## config.mk

```make
export PLATFORM = sky130hd
export DESIGN_NAME = blit_fbfetch
export DESIGN_NICKNAME = d
export VERILOG_FILES = /design/src/rtl/blit_fbfetch_pkg.sv /design/src/rtl/blit_wfifo.sv /design/src/rtl/blit_fbfetch.sv
export SDC_FILE = /design/constraint.sdc
export NUM_CORES = 1
export LEC_CHECK = 0
export CORE_ASPECT_RATIO = 0.6
export CORE_MARGIN = 2
export CORE_UTILIZATION = 25
export CTS_CLUSTER_SIZE = 28
export DETAILED_ROUTE_END_ITERATION = 12
export PLACE_DENSITY = 0.49
export SLEW_MARGIN = 10
export SYNTH_ARGS = -nofsm -noshare
export SYNTH_HDL_FRONTEND = slang
export SYNTH_SLANG_ARGS = --single-unit
```

## constraint.sdc

```tcl
create_clock -name clk -period 2.82 [get_ports clk]
set_clock_uncertainty 0.15 [all_clocks]
set_input_delay 0.423 -clock clk [delete_from_list [all_inputs] [get_ports clk]]
set_output_delay 0.423 -clock clk [all_outputs]
set_load 0.05 [all_outputs]
```

## src/rtl/blit_fbfetch_pkg.sv

```systemverilog
// Shared types and constants for the Blit framebuffer fetch engine.
// Frame geometry defaults and RAM port widths live here.
package blit_fbfetch_pkg;

   typedef enum logic [1:0] {
      S_IDLE,
      S_REQ,
      S_WAIT,
      S_HOLD
   } state_t;

   localparam int ADDR_W = 18;
   localparam int DATA_W = 16;
   localparam int STRB_W = 2;

   localparam int H_PIXELS   = 800;
   localparam int DEF_HWORDS = 50;
   localparam int DEF_VLINES = 1024;

endpackage

```

## src/rtl/blit_wfifo.sv

```systemverilog
// Synchronous DEPTH x 16 word FIFO with flush; DEPTH is a power of two
// so pointers wrap for free.
module blit_wfifo
   import blit_fbfetch_pkg::*;
#(
   parameter int DEPTH = 8,
   localparam int AW = $clog2(DEPTH),
   localparam int FCW = AW + 1
) (
   input  logic              clk,
   input  logic              rst,
   input  logic              push,
   input  logic              pop,
   input  logic              flush,
   input  logic [DATA_W-1:0] din,
   output logic [DATA_W-1:0] dout,
   output logic              empty,
   output logic              full,
   output logic [FCW-1:0]    count
);

   logic [DATA_W-1:0] mem [DEPTH];
   logic [AW-1:0]     wptr;
   logic [AW-1:0]     rptr;
   logic              do_push;
   logic              do_pop;

   assign empty   = (count == '0);
   assign full    = (count == FCW'(DEPTH));
   assign do_push = push && !full && !flush;
   assign do_pop  = pop && !empty && !flush;
   assign dout    = mem[rptr];

   always_ff @(posedge clk) begin
      if (do_push) mem[wptr] <= din;
   end

   always_ff @(posedge clk or posedge rst) begin
      if (rst) begin
         wptr  <= '0;
         rptr  <= '0;
         count <= '0;
      end else if (flush) begin
         wptr  <= '0;
         rptr  <= '0;
         count <= '0;
      end else begin
         if (do_push) wptr <= wptr + AW'(1);
         if (do_pop)  rptr <= rptr + AW'(1);
         count <= count + FCW'(do_push) - FCW'(do_pop);
      end
   end

endmodule

```

## src/rtl/blit_fbfetch.sv

```systemverilog
// Framebuffer fetch: reads 1bpp words from RAM into a FIFO and shifts
// them out one pixel per pix_req, MSB first.
module blit_fbfetch
   import blit_fbfetch_pkg::*;
#(
   parameter int HWORDS = DEF_HWORDS,
   parameter int VLINES = DEF_VLINES,
   parameter int DEPTH  = 8
) (
   input  logic              clk,
   input  logic              rst,
   input  logic [ADDR_W-1:0] fb_base,
   input  logic              vid_start,
   input  logic              pix_req,
   output logic              pix_out,
   output logic              underflow,
   output logic              ram_req,
   output logic [ADDR_W-1:0] ram_addr,
   output logic [DATA_W-1:0] ram_wdata,
   output logic [STRB_W-1:0] ram_wstrb,
   output logic              ram_we,
   input  logic              ram_ack,
   input  logic [DATA_W-1:0] ram_rdata
);

   localparam int TOTAL = HWORDS * VLINES;
   localparam int CW    = $clog2(TOTAL + 1);
   localparam int FCW   = $clog2(DEPTH) + 1;
   localparam logic [CW-1:0] LAST = CW'(TOTAL);

   state_t            state_q, state_d;
   logic [ADDR_W-1:0] addr_q, addr_d;
   logic [CW-1:0]     wcnt_q, wcnt_d, wcnt_inc;
   logic              drop_q, drop_d;

   logic              push, pop, empty, full, room;
   logic [FCW-1:0]    fcount, fill_next;
   logic [DATA_W-1:0] fdata;
   logic [15:0]       sh_q;
   logic [4:0]        bits_q;

   assign ram_req   = (state_q == S_REQ);
   assign ram_addr  = addr_q;
   assign ram_wdata = '0;
   assign ram_wstrb = '0;
   assign ram_we    = 1'b0;

   assign push = (state_q == S_WAIT) && ram_ack && !drop_q && !vid_start;
   assign pop  = pix_req && !vid_start && (bits_q == 5'd0) && !empty;

   // Room is judged on the occupancy after this cycle's push/pop.
   assign fill_next = fcount + FCW'(push) - FCW'(pop);
   assign room      = (fill_next < FCW'(DEPTH));
   assign wcnt_inc  = wcnt_q + CW'(1);

   blit_wfifo #(.DEPTH(DEPTH)) u_fifo (
      .clk   (clk),
      .rst   (rst),
      .push  (push),
      .pop   (pop),
      .flush (vid_start),
      .din   (ram_rdata),
      .dout  (fdata),
      .empty (empty),
      .full  (full),
      .count (fcount)
   );

   always_ff @(posedge clk or posedge rst) begin
      if (rst) begin
         state_q <= S_IDLE;
         addr_q  <= '0;
         wcnt_q  <= '0;
         drop_q  <= 1'b0;
      end else begin
         state_q <= state_d;
         addr_q  <= addr_d;
         wcnt_q  <= wcnt_d;
         drop_q  <= drop_d;
      end
   end

   always_comb begin
      state_d = state_q;
      addr_d  = addr_q;
      wcnt_d  = wcnt_q;
      drop_d  = drop_q;
      if (vid_start) begin
         addr_d  = {fb_base[ADDR_W-1:1], 1'b0};
         wcnt_d  = '0;
         drop_d  = 1'b0;
         state_d = S_REQ;
         // An ack landing with the restart is simply absorbed.
         if (state_q == S_WAIT && !ram_ack) begin
            drop_d  = 1'b1;
            state_d = S_WAIT;
         end
      end else begin
         unique case (state_q)
            S_IDLE: state_d = S_IDLE;
            S_REQ:  state_d = S_WAIT;
            S_WAIT: begin
               if (ram_ack) begin
                  if (drop_q) begin
                     drop_d  = 1'b0;
                     state_d = S_REQ;
                  end else begin
                     addr_d = addr_q + ADDR_W'(2);
                     wcnt_d = wcnt_inc;
                     if (wcnt_inc == LAST) state_d = S_IDLE;
                     else if (room)        state_d = S_REQ;
                     else                  state_d = S_HOLD;
                  end
               end
            end
            S_HOLD: if (!full) state_d = S_REQ;
            default: state_d = S_IDLE;
         endcase
      end
   end

   always_ff @(posedge clk or posedge rst) begin
      if (rst) begin
         sh_q      <= '0;
         bits_q    <= '0;
         pix_out   <= 1'b0;
         underflow <= 1'b0;
      end else if (vid_start) begin
         sh_q      <= '0;
         bits_q    <= '0;
         pix_out   <= 1'b0;
         underflow <= 1'b0;
      end else if (pix_req) begin
         if (bits_q != 5'd0) begin
            pix_out <= sh_q[15];
            sh_q    <= {sh_q[14:0], 1'b0};
            bits_q  <= bits_q - 5'd1;
         end else if (!empty) begin
            pix_out <= fdata[15];
            sh_q    <= {fdata[14:0], 1'b0};
            bits_q  <= 5'd15;
         end else begin
            pix_out   <= 1'b0;
            underflow <= 1'b1;
         end
      end
   end

endmodule

```

* Word level (Yosys, flattened, before mapping)
Memories as Yosys holds them, arrays and structs flattened.
Index checks and enable logic that the tools add are counted.
** Word-level totals
- Memory bits (writable) :: 128
- Memories :: 1
- Output and inout port bits :: 40
- Bits in registers :: 70
- Input bits :: 39
** Operators by class
- Add/sub/neg operators :: 9
- Multiplexer cells :: 43
- $lt $le $gt $ge :: 1
- Reductions and logical operators :: 31
- Eq/ne operators :: 10
** Memory list
- u_fifo.mem :: words 8, bits a word 16, read ports 1, clocked after Yosys merged registers in 0, write ports 1, RTL line blit_wfifo.sv:22 : logic [DATA_W-1:0] mem [DEPTH];
** Operators by type and width (count)
- $mux W16 :: 8
- $mux W18 :: 4
- $mux W5 :: 4
- $add A18 B2 Y18 const B :: 1
- $add A16 B1 Y16 const B :: 1
- $eq A16 B16 Y1 const B :: 1
- $mux W1 :: 14
- $mux W2 :: 7
- $mux W3 :: 4
- $reduce_bool A2 Y1 :: 6
- $logic_and A1 B1 Y1 :: 11
- $add A4 B1 Y4 :: 2
- $pmux W2 S4 :: 1
- $sub A4 B1 Y4 :: 2
- $add A3 B1 Y3 const B :: 2
- $ne A3 B3 Y1 const B :: 2
- $reduce_and A2 Y1 :: 3
- $reduce_and A3 Y1 :: 2
- $logic_not A1 Y1 :: 5
- $logic_not A5 Y1 :: 1
- $reduce_bool A5 Y1 :: 1
- $sub A5 B1 Y5 const B :: 1
- $eq A2 B2 Y1 const B :: 2
- $eq A4 B4 Y1 const B :: 1
- other kinds (7) :: 8

* Depth between registers and ports, before layout
Gate-level depths: netlist of run 1.
- Depth after elaboration :: 13
- Gate-level depth with buffers :: 14
- Depth with buffers taken out :: 13

* Hierarchy
From an unflattened synthesis of run 1, not the netlist that was laid out.
** Second synthesis, totals
- Cell total of the unflattened synthesis :: 647
- Area total of the unflattened synthesis :: 8928.6 µm²
** By module, submodules not included
- blit_wfifo :: area each 5590.4 µm², instances 1, cells an instance 262
- blit_fbfetch :: area each 3338.2 µm², instances 1, cells an instance 385

* Worst setup path before layout of run 1
Ideal clock, no wire load.
- Path type :: register to register
- Start point :: register state_q[0]
- End point :: memory u_fifo.mem[1][0] (enable)
- Buffers on the path :: 1
- Data required time :: 2.261 ns
- Clock period less this slack :: 3.110 ns
- Library setup time :: 0.409 ns
- Arrival time :: 2.550 ns
- Path slack :: -0.290 ns
- Cell stages (with the launch flop) :: 6
- Path through :: dfrtp_1 -> nand4bb_1 -> buf_2 -> a211oi_1 -> nand2_1 -> nor3_1
** Between the ends
- Word-level cells in the longest chain between the ends :: 8
** Ends and longest elaborated chain
- start, declared :: RTL line blit_fbfetch.sv:31 : state_t state_q, state_d;
- start signal, assigned :: RTL line blit_fbfetch.sv:76 : state_q <= state_d;
- $eq A2 B2 Y1 :: RTL line blit_fbfetch.sv:48 : assign push = (state_q == S_WAIT) && ram_ack && !drop_q && !vid_start;
- $logic_and A1 B1 Y1 (3 in series) :: RTL line blit_fbfetch.sv:48
- $logic_and A1 B1 Y1 (2 in series) :: RTL line blit_wfifo.sv:30 : assign do_push = push && !full && !flush;
- $mux W1 :: RTL line blit_wfifo.sv:35 : if (do_push) mem[wptr] <= din;
- $mux W1 (not written as such) :: RTL line blit_wfifo.sv:35
- end, declared :: RTL line blit_wfifo.sv:22
Every way passes these cells.

* Worst setup path in the final report of run 1
- Start point :: register bits_q[1]
- End point :: register state_q[1]
** Between the ends
- Word-level cells in the longest chain between the ends :: 11
** Ends and longest elaborated chain
- start, declared :: RTL line blit_fbfetch.sv:40 : logic [4:0] bits_q;
- start signal, assigned :: RTL line blit_fbfetch.sv:137 : bits_q <= bits_q - 5'd1;
- $logic_not A5 Y1 :: RTL line blit_fbfetch.sv:49 : assign pop = pix_req && !vid_start && (bits_q == 5'd0) && !empty;
- $logic_and A1 B1 Y1 (2 in series) :: RTL line blit_fbfetch.sv:49
- $sub A4 B1 Y4 :: RTL line blit_fbfetch.sv:52 : assign fill_next = fcount + FCW'(push) - FCW'(pop);
- $lt A4 B4 Y1 :: RTL line blit_fbfetch.sv:53 : assign room = (fill_next < FCW'(DEPTH));
- $mux W2 :: RTL line blit_fbfetch.sv:111 : else if (room) state_d = S_REQ;
- $mux W2 :: RTL line blit_fbfetch.sv:110 : if (wcnt_inc == LAST) state_d = S_IDLE;
- $mux W2 :: RTL line blit_fbfetch.sv:104 : if (drop_q) begin
- $mux W2 :: RTL line blit_fbfetch.sv:103 : if (ram_ack) begin
- $pmux W2 S4 :: RTL line blit_fbfetch.sv:99 : unique case (state_q)
- $mux W2 :: RTL line blit_fbfetch.sv:88 : if (vid_start) begin
Every way passes these cells. The select of a mux whose other input is x is not followed.
A chain may end at the register's enable or synchronous reset.

==> results of run 1 <==
## how the worst max path moves through the flow
stage | startpoint | end | slack, ns | cells past startpoint
3_3_place_gp | u_fifo.count[2]$_DFF_PP0_ | state_q[1]$_DFFE_PP0P_ | 0.03 | 13
6_report | bits_q[1]$_DFFE_PP0P_ | state_q[1]$_DFFE_PP0P_ | 0.24 | 13
5_1_grt | bits_q[0]$_DFFE_PP0P_ | state_q[1]$_DFFE_PP0P_ | 0.005 | 13
4_1_cts | u_fifo.count[3]$_DFF_PP0_ | state_q[1]$_DFFE_PP0P_ | 0.04 | 13
2_1_floorplan | u_fifo.count[2]$_DFF_PP0_ | state_q[1]$_DFFE_PP0P_ | 0.02 | 14
3_5_place_dp | u_fifo.count[2]$_DFF_PP0_ | state_q[1]$_DFFE_PP0P_ | 0.009 | 13
## state kept, by name, summed over array words and instances, names as in the netlist
name,count
u_fifo.rptr,3
drop_q,1
u_fifo.mem,128
sh_q,15
u_fifo.wptr,3
pix_out,1
underflow,1
bits_q,5
state_q,2
u_fifo.count,4
ram_addr,17
wcnt_q,16
## cell families (layout without fill, tap and decap cells)
group / count (synthesis) / in the layout / synth area share, %
other cells: 1 / 20 / 0.0431
mux: 51 / 51 / 10.5
fa+ha+maj: 15 / 15 / 2.24
xor+xnor: 39 / 39 / 3.93
simple gates: 181 / 181 / 10.2
flops: 196 / 196 / 63.8
compound gates: 75 / 75 / 5.38
buf+inv: 68 / 136 / 3.96
## power groups by stage
stage	sequential, mW	combinational, mW	clock, mW
floorplan	3.54	1.14	0
global placement	3.46	1.78	0
detailed placement	3.45	1.79	0
CTS	3.40	1.80	2.76
global route	3.42	1.98	2.88
finish	3.40	1.78	2.69
## per-layer routing
metal	wire [um]	track usage (%)	vias to the layer above
li1	-	-	2426
met1	10200	16.9	2587
met2	7930	14.6	79
met3	687	2.40	13
met4	199	3.57	0
met5	0	0	-
## worst reg2reg max path: cells and delay by family, from the launching register on
family,cells,cell delay (ns)
AND/OR/NAND/NOR,5,0.71
XOR/XNOR,1,0.17
AO/OA/AOI/OAI,2,0.39
buffers and inverters,2,0.13
flip-flops,1,0.40
adder cells (fa/ha/maj),3,0.54
## layout make-up
cell class	instances	share of cell area [%]
Clock buffer	18	4.09
Clock inverter	14	2.03
Inverter	14	0.490
Multi-Input combinational cell	381	27.3
Sequential cell	196	51.7
Tap cell	459	5.35
Timing Repair Buffer	90	8.98
## cells in the mapped netlist, types with 13 or more instances
cell type | instances | area share [%]
a21oi_1 | 23 | 1.3
buf_4 | 20 | 1.7
clkbuf_1 | 24 | 1.0
dfrtp_1 | 68 | 20
edfxtp_1 | 128 | 44
ha_1 | 14 | 2.0
inv_1 | 14 | 0.60
mux2i_1 | 17 | 2.0
mux4_2 | 32 | 8.3
nand2_1 | 65 | 2.8
nand3_1 | 18 | 1.0
nor2_1 | 47 | 2.0
o211ai_1 | 14 | 1.2
o21ai_0 | 20 | 1.2
xnor2_1 | 13 | 1.3
xor2_1 | 26 | 2.6
## repair_timing
item                       CTS  global route
gates resized for setup      1             3
gates cloned                 0             0
setup endpoints to repair    1             1
pin swaps                    0             3
hold buffers                 0             0
==> impl_results.md, run 1 <==
- Hold Worst Slack: 0.124 ns
- RSZ-0062 raised after global routing: no
- Tightest Hold Check Type: primary input to flop
- Floorplan die width: roughly 240 um
- Global-route wire length before repair: between 20,000 and 30,000 um
- Pin count of the biggest net entering global routing: 72
- Mean instance size in the synthesized netlist: 13.9 um^2
- Clock tree from TritonCTS: done
- Commonest non-fill, non-tap cell in the layout: edfxtp_1
- Hold Path Depth: 2
- Peak supply drop: 0.433 mV
- Die Footprint: 36,300 um^2
- Count of input and output buffers: 57
- R2r worst-path depth: 13
- Launch point of the worst hold path: vid_start
- Highest clock frequency the design can meet: about 390 MHz
- Wire length after detailed routing: around 19,000 um
- Mapped cell area: 8700 um^2
- RD Place Congestion: 0.730
- I/O pin count: approximately 80
- Non-filler instance count after layout: 1,172
- Hold Path End: u_fifo.wptr[2]$_DFFE_PP0P_
- # diodes: 0
- Postcts setup bufs: 0
- Commonest cells after routing, fill and taps aside: 128 x edfxtp_1, 67 x dfrtp_1, 65 x nand2_1, 56 x clkdlybuf4s50_1, 41 x nor2_1
- Pin slew with the least headroom to its limit: 0.705 ns
- Net count reported at finish: between 700 and 800
- Data required, critical path: 3.04 ns
- Total instance count after detailed placement: roughly 1,100
- Total GRT Usage: 10.8%
- Count of nets left with antenna violations after detail routing: 0
- Via count of the first global-routing pass: between 4,000 and 5,000
- EDFF count, synth: 128
- Cells traversed along the worst timing path: inv_1 > ha_1 > nor4b_4 > nand3_4 > nor2_1 > ha_1 > inv_1 > ha_1 > nor4bb_1 > a221oi_1 > xor2_1 > nand2_1 > o21ai_1
- Static Leak: 3.69 nW
- Max-slew violation total from the final report: 0
- Depth of the CTS H-tree: 4
- Net switching share of the total power: 30.5%
- FF+latch area: between 5000 and 6000 um^2
- Average wire per cell in the routed design: 16.3 um
- Async set-or-reset flop fraction in the synthesized netlist: 34.7%
- Internal portion of total power: 5.47 mW
- Number of vias per cell: 4.36
- Maximum cell stage delay along the critical path: 0.40 ns
- Max-capacitance violation count: 0
- Element type at the critical path start: flop
- Row Count: 52
- Final core utilization: 31.6%
- Residual DRC count: 0
- PnR Total Power: 7.87 mW
- Portion of the post-synthesis area used by sequential elements: a little under two thirds
- Psw: approximately 2.4 mW
- Total global routing overflow: 0
- CORE AREA: 34,000 um^2
- Critical-path maximum fanout: 4
- Combinational cell fraction of total power: 22.6%
- Worst-case register-to-register setup slack: 0.24 ns
- Worst-skew pair later-pin latency: 0.44 ns
- Yosys synthesis warning count: 0
- Initial standard-cell utilization of the core: 25.6%
- Total negative slack: 0 ns
- Setup slack of the critical path after layout: 0.243 ns
- Max-Slew Margin vs Limit: a little over half
- Number of distinct library cells after synthesis: 55
- Multi-input logic area: ~2900 um^2
- Endpoint of the worst register-to-register path: state_q[1]$_DFFE_PP0P_
- Final worst path period share: 91.4%
- Root Driver: clkbuf_16
- Result of the run: completed
- Clock-pin slew reported for the worst setup and hold paths after clock tree synthesis: approximately 0.08 ns
- Setup Crit Path Kind: flop to flop
- Setup-failing EPs final: 0
- Yosys reg bits: 196
- Final hold violations: 0
- Dpl hpwl: 12,300 um
- Buffering stage count on the worst path with inverters included: 2
- Final non-filler cell area: between 10,000 and 15,000 um^2
- Filler cell count in the final layout: 3,379
- Cell Pwr Density: 733 nW/um^2
- RR Startpoint: bits_q[1]$_DFFE_PP0P_
- Initial antenna violation count: 0
- Kind of cell with the highest combined delay on the critical path: simple AND/OR/NAND/NOR gates
- Arrival time at the worst endpoint: 2.80 ns
- Number of buffers inserted during clock tree synthesis: 17
- Maximum clock insertion buffer count: 2
- Share of power burned in the clock network: 34.2%
- Area growth syn-to-layout: 23.4%
- Flop pwr share: 43.2%
- Pre-antenna DRT Iters: 4
- Synthesized instance count: 626
- Slowest cell on crit path: dfrtp_1
- Worst setup slack after placement: 0.00915 ns
- Primary flip-flop cell chosen by synthesis mapping: edfxtp_1
- Kind of end point of the critical path: flop
- Number of sinks on the clock net: slightly below 200
- Final min period: between 2 and 3 ns
- Area post-placement: about 10,000 um^2
- Share of layout cells above drive strength 1: between 10% and 20%
- Critical path's most frequent cell: ha_1
- Total number of vias: roughly 5,000
- Vertical extent of the die: 148 um
- Number of violations reported at the end of detailed-routing iteration 0: 335
No activity file was read; power rests on OpenSTA's default activity.
==> run 2: changes to the inputs <==
Settings changed: CORE_UTILIZATION 25 to 52, PLACE_DENSITY 0.49 to 0.82.
==> run 2 against run 1 <==
Net effect: sequential power hardly changed; first-iteration DRC count increased by 44%; total power fell by 4.5%; routed wire length down 7.2%; critical path depth stayed put; via count up 4.4%; count of clock-buffer cells in the layout grew 2; flip-flop and latch count is the same; sequential share of layout area up 2.0 points; worst setup slack worse by 0.13 ns; combinational power about the same; register-to-register slack worse by 0.13 ns.
==> impl_results.md, run 2 (synthesis results as in run 1) <==
- Highest clock frequency the design can meet: 369 MHz
- Global-route wire length before repair: around 28,000 um
- Largest register by flop count: u_fifo.mem
- Static Leak: 3.64 nW
- Filler cell count in the final layout: 1,183
- Pre-antenna DRT Iters: 5
- Hold buffer count at cts: 0
- Total global routing overflow: 0
- Vertical extent of the die: 104 um
- Net count reported at finish: 755
- Number of violations reported at the end of detailed-routing iteration 0: roughly 480
- RR Startpoint: bits_q[0]$_DFFE_PP0P_
- Worst-case register-to-register setup slack: 0.11 ns
- Share of power burned in the clock network: 31.0%
- Root Driver: clkbuf_16
- Via count of the first global-routing pass: 5,367
- Pin count of the biggest net entering global routing: around 70
- Max-slew violation total from the final report: 0
- Floorplan die width: about 170 um
- Element type at the critical path start: flop
- Average wire per cell in the routed design: 18.8 um
- R2r worst-path depth: 13
- Startpoint of the most critical setup path: bits_q[0]$_DFFE_PP0P_
- I/O pin count: just under 80
- Worst-skew pair later-pin latency: 0.43 ns
- Number of sinks on the clock net: 196
- Max-Slew Margin vs Limit: 46.1%
- Clock tree from TritonCTS: done
- Clock-pin slew reported for the worst setup and hold paths after clock tree synthesis: roughly 0.07 ns
- # diodes: 0
- Arrival time at the worst endpoint: just under 3 ns
- Internal portion of total power: between 5 and 6 mW
- Total number of vias: 5,332
- Count of nets left with antenna violations after detail routing: 0
- Die Footprint: 17,800 um^2
- Total instance count after detailed placement: around 900
- Dpl hpwl: 11,600 um
- Setup slack of the critical path after layout: 0.112 ns
- Number of vias per cell: 5.66
- Initial antenna violation count: 0
- Total GRT Usage: 21.1%
- Setup Crit Path Kind: flop to flop
- Residual DRC count: 0
- Endpoint of the worst register-to-register path: state_q[1]$_DFFE_PP0P_
- Peak supply drop: 0.386 mV
- Commonest cells after routing, fill and taps aside: 128 x edfxtp_1, 67 x dfrtp_1, 65 x nand2_1, 56 x clkdlybuf4s50_1, 46 x nor2_1
- Number of buffers inserted during clock tree synthesis: 17
- Row Count: 36
- Initial standard-cell utilization of the core: 53.3%
- Worst setup slack after placement: 0.0128 ns
- Tightest Hold Check Type: primary input to async pin
- Area growth syn-to-layout: 18.7%
- Max-capacitance violation count: 0
- Non-filler instance count after layout: around 940
- Share of layout cells above drive strength 1: between 10% and 20%
- Flop pwr share: 45.7%
- Commonest non-fill, non-tap cell in the layout: edfxtp_1
- Final min period: about 2.7 ns
- Maximum clock insertion buffer count: 2
- RD Place Congestion: roughly 0.85
- Final worst path period share: 96.0%
- Largest register FFs: 128
- Combinational cell fraction of total power: a little under a quarter
- Psw: 2.22 mW
- Net switching share of the total power: 29.6%
- Pin slew with the least headroom to its limit: 0.809 ns
- Data required, critical path: a little over 3 ns
- End point of the critical path: state_q[1]$_DFFE_PP0P_
- Depth of the CTS H-tree: 4
- Critical-path maximum fanout: 3
- Count of input and output buffers: 57
- Cell Pwr Density: 728 nW/um^2
- Setup-failing EPs final: 0
- Hold Worst Slack: 0.231 ns
- CORE AREA: 16,300 um^2
- Wire length after detailed routing: 17,700 um
- Result of the run: completed
- Kind of end point of the critical path: flop
- Final hold violations: 0
==> run 2: changes by cell type in the layout (fill, tap and decap cells not counted), moves of 2 or more <==
cell      delta
clkinv_8     -3
ha_1         -3
buf_4        +3
inv_8        -4
nor2_2       -5
clkinv_2     +2
buf_12       -2
clkbuf_1     +3
nor2_1       +5
ha_2         +3
==> run 2: critical path, stage by stage (launching register included) <==
cell	delay (ns)
dfrtp_1	0.39
inv_1	0.10
ha_2	0.19
nor4b_4	0.28
nand3_4	0.12
nor2_2	0.10
ha_2	0.16
inv_1	0.04
ha_1	0.25
nor4bb_1	0.13
a221oi_1	0.38
xor2_1	0.17
nand2_1	0.06
o21ai_1	0.11
==> run 2: what timing repair did <==
action	in CTS	in global routing
endpoints found under the setup margin	1	3
gates resized for setup	1	8
pin swaps	1	3
setup buffers	0	3
endpoints found under the hold margin	0	0
==> run 2: area by class of cell <==
cell class | instances | area (um^2) | share of cell area, %
repair buffers | 91 | 946 | 9.16
clock inverters | 12 | 130 | 1.26
clock buffers | 20 | 437 | 4.23
multi-input cells | 381 | 2930 | 28.4
flip-flops and latches | 196 | 5550 | 53.7
well taps | 228 | 285 | 2.76
inverters | 14 | 52.6 | 0.509
==> run 2: power groups by stage <==
stage	Clock [mW]	Combinational, mW	Sequential [mW]
6_report	2.33	1.75	3.43
5_1_grt	2.49	1.94	3.45
4_1_cts	2.36	1.70	3.43
3_5_place_dp	0	1.68	3.48
3_3_place_gp	0	1.61	3.46
2_1_floorplan	0	1.14	3.54
==> run 2: worst min-delay path by stage <==
stage                                from                  endpoint  slack [ns]  cells past startpoint
floorplan             sh_q[1]$_DFFE_PP0P_       sh_q[1]$_DFFE_PP0P_        0.33                      2
global placement    underflow$_DFFE_PP0P_     underflow$_DFFE_PP0P_        0.34                      2
detailed placement  underflow$_DFFE_PP0P_     underflow$_DFFE_PP0P_        0.36                      2
CTS                                   rst   ram_addr[3]$_DFFE_PP0P_        0.23                      3
global route                          rst  ram_addr[15]$_DFFE_PP0P_        0.26                      3
finish                                rst     wcnt_q[5]$_DFFE_PP0P_        0.23                      3
==> run 2: per-layer routing <==
| metal | track usage (%) | wire, um |
|---|---|---|
| met4 | 5.63 | 184 |
| met2 | 32.4 | 8550 |
| met3 | 5.25 | 1020 |
| met5 | 0 | 0 |
| met1 | 30.5 | 7930 |
==> run 2: metrics by stage <==
step	TNS [ns]	total power [mW]	instance area, um^2	utilization (%)
4_1_cts	0	7.49	10300	63.1
3_3_place_gp	0	5.07	9710	59.6
6_report	0	7.51	10300	63.3
3_5_place_dp	0	5.16	9710	59.6
2_1_floorplan	0	4.69	8790	-
5_1_grt	-0.0501	7.87	10300	63.3
